<file path="config.mk">
export PLATFORM = sky130hd
export DESIGN_NAME = ddr2_pat_cmp
export DESIGN_NICKNAME = d
export VERILOG_FILES = /design/src/rtl/ddr2_test_pkg.sv /design/src/rtl/ddr2_pat_cmp.sv
export SDC_FILE = /design/constraint.sdc
export NUM_CORES = 1
export LEC_CHECK = 0
export ABC_AREA = 0
export CAP_MARGIN = 20
export CORE_ASPECT_RATIO = 0.5
export CORE_MARGIN = 5
export CORE_UTILIZATION = 31
export DETAILED_ROUTE_END_ITERATION = 8
export HOLD_SLACK_MARGIN = 0.15
export PLACE_DENSITY = 0.82
export SYNTH_ARGS = -nofsm -noshare
export SYNTH_HDL_FRONTEND = slang
export SYNTH_SLANG_ARGS = --single-unit
</file>
<file path="constraint.sdc">
create_clock -name clk -period 1.3 [get_ports clk]
set_clock_uncertainty 0.1 [all_clocks]
set_input_delay 0.26 -clock clk [delete_from_list [all_inputs] [get_ports clk]]
set_output_delay 0.26 -clock clk [all_outputs]
set_load 0.005 [all_outputs]
</file>
<file path="src/rtl/ddr2_test_pkg.sv">
// Definitions shared by the DDR2 board-test pattern writer and read checker:
// default widths, the test data pattern and the checker state encoding.
package ddr2_test_pkg;

  localparam int DEF_ADDR_WIDTH = 26;
  localparam int DEF_DATA_WIDTH = 32;

  typedef enum logic [2:0] {
    ST_IDLE,
    ST_WAIT,
    ST_REQ,
    ST_DATA,
    ST_DONE
  } chk_state_t;

  // Word w carries its own low 16 index bits, inverted copy in the upper half.
  function automatic logic [31:0] pat(input logic [15:0] w);
    return {~w, w};
  endfunction

endpackage

</file>
<file path="src/rtl/ddr2_pat_cmp.sv">
// One-stage registered compare of a returned read beat against the test pattern.
module ddr2_pat_cmp
  import ddr2_test_pkg::*;
#(
  parameter int ADDR_WIDTH = DEF_ADDR_WIDTH,
  parameter int DATA_WIDTH = DEF_DATA_WIDTH
) (
  input  logic                  clk,
  input  logic                  rst,
  input  logic                  vld,
  input  logic [DATA_WIDTH-1:0] data,
  input  logic [ADDR_WIDTH-1:0] word_idx,
  output logic                  mis,
  output logic [ADDR_WIDTH-1:0] err_addr
);

  logic [DATA_WIDTH-1:0] exp_p0;
  logic                  mis_p1;
  logic [ADDR_WIDTH-1:0] addr_p1;

  assign exp_p0 = DATA_WIDTH'(pat(word_idx[15:0]));

  // p0 -> p1: register compare result and the word it belongs to
  always_ff @(posedge clk or posedge rst) begin
    if (rst) begin
      mis_p1 <= 1'b0;
    end else begin
      mis_p1 <= vld && (data != exp_p0);
    end
  end

  always_ff @(posedge clk) begin
    addr_p1 <= word_idx;
  end

  assign mis      = mis_p1;
  assign err_addr = addr_p1;

endmodule

</file>
---- After elaboration in Yosys (flattened, before gate mapping) ----
Cells that the tools add are included.
word-level totals
  output and inout port bits .............. 27
  bits of input ports ..................... 61
  register bits ........................... 27
  logic and storage cells ................. 5
operators by class
  equal/unequal tests ..................... 1
  bitwise operators ....................... 1
  reduce and logical (&&, ||, !) cells .... 1
operators by type and width
  cell               count
  != test 32 bit     1
  inverter 16 bit    1
  logical AND 1 bit  1

---- Logic depth before layout (Yosys ltp) ----
  depth after elaboration ................. 3
  mapped depth ............................ 4
  mapped depth without buffers ............ 4

---- Worst setup path after synthesis ----
OpenSTA, ideal clock, no wires.
  path type ............................... in2reg
  start ................................... input word_idx[9]
  end ..................................... register mis_p1, in the netlist mis
  library setup time ...................... 129 ps
  path buffers ............................ 0
  stages .................................. 4
  setup slack ............................. -93 ps
  data required time ...................... 1071 ps
  arrival ................................. 1164 ps
  cells stage by stage .................... xor2_1 > nor4_1 > nand4_1 > o41a_1
between the ends
  word-level cells in the longest chain between the ends .. 3
ends and longest elaborated chain
  element                RTL line             RTL
  from (decl)            ddr2_pat_cmp.sv:12   input logic [ADDR_WIDTH-1:0] word_idx,
  inverter 16 bit        ddr2_test_pkg.sv:18  return {~w, w};
  != test 32 bit (*)     ddr2_pat_cmp.sv:28   mis_p1 <= vld && (data != exp_p0);
  logical AND 1 bit (*)  ddr2_pat_cmp.sv:28
  to (signal assigned)   ddr2_pat_cmp.sv:28
  to (decl)              ddr2_pat_cmp.sv:18   logic mis_p1;
Every way passes the cells marked *; elsewhere a longest branch is shown, timed or not.

---- Worst setup path after layout ----
  start ................................... input word_idx[5]
  end ..................................... register mis_p1, in the netlist mis
The elaborated chain is that of the path after synthesis.

==> flow_summary.yaml <==
critical_path:
  crit_path_start: "word_idx[5]"
  cp-start-kind: "input pin"
  cp-endpoint: "mis$_DFF_PP0_"
  worstPathRequired_ns: 1.36
  crit_type: "in2reg"
  crit_fanout: 3
  worst_ep_arrival_time_ns: 1.36
  end_kind: "register"
layout:
  diodes: 0
  syn2layout_area_growth_pct: 133
  fin_util: 0.780
  design_area_um2: 2080
  fillerInstances: 175
  multiInputGateArea_um2: 450
  layout.nets: 245
  area.sequential_um2: 546
  layout-drive-gt1-share: 0.180
sta:
  drv_slew: 0
  setup_violations: 1
  rsz0062_at_grt: "true"
  worst_slew_pin_slew_ns: 0.292
  period_minus_slack_ns: 1.30
  relSlewSlack: 0.804
  fmax_mhz: 769
  fin_tns_setup_ns: -0.000405
  whs_ns: 0.186
  hold_viol_final: 0
  setup_slack_ns: -0.000405
  final.period_utilization: 1.00
logic_synthesis:
  ys_warn_count: 0
  synth_adder_area_share: 0
  synth_top_family_by_area: "XOR/XNOR gates"
  synth_cell_type_count: 14
  syn-num-nets: 135
  synth_xor_xnor_area_share: 0.255
  synth_edf_count: 0
  synth_area_per_cell_um2: 12.1
  ys_async_sr_fraction: 0.0370
  ys_ff_latch: 27
  synthSimpleGateAreaFrac: 0.104
  netlist_area_um2: 893
  synth_compound_area_frac: 0.0266
  postSynthCellCount: 74
  yosys-mux-area-fraction: 0
  synthFlopType: "dfxtp_1"
  yosysSeqAreaShare: 0.611
job:
  maxCapViolations: 0
clock_tree:
  path_clk_slew_ns: 0.08
  cts_setup_buffers: 0
  clkSinkCount: 27
  cts_buffers: 3
  ctsHtreeMaxLevel: 1
  clockBufferDepth: 2
  cts_tree: "yes"
  ctsRootBufferMaster: "clkbuf_8"
power_and_ir_drop:
  p_total_w: 0.00175
  p_per_area_nw_per_um2: 840
  ir_drop_mv: 0.667
  leakagePower_nw: 1.06
status:
  outcome: "complete, but fails checks"
  violations: "negative setup slack"
global_routing:
  grt_pass1_wl_um: 4140
  grtUsageTotal: 0.136
  grt-ovfl-total: 0
  antenna_found_initial: 0
  grt_pass1_vias: 840
  grt_max_degree: 15
floorplanning:
  core.rowCount: 13
  die_x_um: 85.9
  start_util: 0.335
  io_pins: 88
  coreArea_um2: 2670
  die_h_um: 48.0
  dieArea_um2: 4120
placed_design:
  dpl-instance-area_um2: 1840
  gp_congestion: 0.749
  portBuffers: 87
  place_hpwl_um: 2580
worst_hold_path:
  hp-class: "in2reg"
drt:
  drt_iter0_drc: 22
  drc_errors: 0
  drtAntennaViolNets: 0
  drtPass1Iterations: 4
  via_count: 921
  viasPerCell: 4.19
  wl_per_cell_um: 15.3
  drt_wl_total_um: 3380
[synthesized netlist by cell type, drive strengths merged, types with 2 or more instances]
| cell | instances | area share |
|---|---|---|
| dfxtp | 26 | 0.58 |
| xnor2 | 11 | 0.11 |
| nor2 | 2 | 0.0084 |
| nor3b | 2 | 0.017 |
| nand2 | 4 | 0.017 |
| o22ai | 2 | 0.014 |
| nor4 | 6 | 0.042 |
| xor2 | 15 | 0.15 |
[worst min path at each step]
stage	endpoint	startpoint	slack (ns)	cells past startpoint
final	err_addr[9]$_DFF_P_	word_idx[9]	0.19	1
after global routing	err_addr[9]$_DFF_P_	word_idx[9]	0.19	1
after CTS	err_addr[1]$_DFF_P_	word_idx[1]	0.16	1
after detailed placement	mis$_DFF_PP0_	rst	0.31	2
after global placement	mis$_DFF_PP0_	rst	0.31	2
after floorplan	mis$_DFF_PP0_	rst	-0.11	1
[final cells by class]
class | instances | area share
clock buffers | 4 | 0.0216
repair buffers | 105 | 0.476
well taps | 37 | 0.0222
flip-flops and latches | 27 | 0.262
multi-input cells | 46 | 0.216
inverters | 1 | 0.00180
[sequential cells by signal, summed over array words and instances, names as in the netlist]
register / count
err_addr: 26
mis: 1
[stage by stage]
step	std cells	worst slack (ns)
after floorplan	74	-0.0285
after global placement	202	-0.708
after detailed placement	202	-0.695
after CTS	207	-0.166
after global routing	220	-0.0243
final	220	-0.000405
[timing repair]
| item | 4_1_cts | 5_1_grt |
|---|---|---|
| endpoints found under the setup margin | 28 | 2 |
| gates resized for setup | 70 | 61 |
| pin swaps | 15 | 24 |
| endpoints found under the hold margin | 1 | 13 |
| hold buffers | 1 | 13 |
[critical path, stage by stage]
cell and delay (ns):
clkbuf_2 0.12, xor2_1 0.16, nor4_1 0.31, nand2_1 0.08, o41a_1 0.41
[layout by cell type, fill, tap and decap left out]
cell and instances:
buf_2 2, buf_4 2, buf_6 3, clkbuf_1 1, clkbuf_2 9, clkbuf_8 3, clkdlybuf4s15_1 9, clkdlybuf4s50_1 12
dfrtp_1 1, dfxtp_1 26, dlygate4sd2_1 37, dlygate4sd3_1 14, dlymetal6s2s_1 17, inv_1 1, nand2_1 4, nand2b_1 1
nand3_1 1, nand4_1 1, nor2_1 2, nor3b_4 2, nor4_1 2, nor4_2 4, o22ai_1 1, o22ai_2 1
o41a_1 1, xnor2_1 6, xnor2_2 5, xor2_1 13, xor2_2 2
[cell families after synthesis]
group,after synthesis
AO/OA/AOI/OAI,3
buffers and inverters,1
XOR/XNOR,26
flip-flops,27
AND/OR/NAND/NOR,17
[layer usage]
| metal | part of all wire | global-route usage |
|---|---|---|
| met3 | 0.053 | 0.0430 |
| met2 | 0.56 | 0.248 |
| met5 | 0 | 0 |
| met1 | 0.38 | 0.158 |
| met4 | 0.011 | 0.0442 |
[power by group]
| group | switching (W) | internal, W | leakage, nW |
|---|---|---|---|
| registers | 0.0000102 | 0.000871 | 0.231 |
| logic | 0.000145 | 0.000262 | 0.803 |
| clock network | 0.000242 | 0.000219 | 0.0228 |
Power figures use the tool's default switching activity.
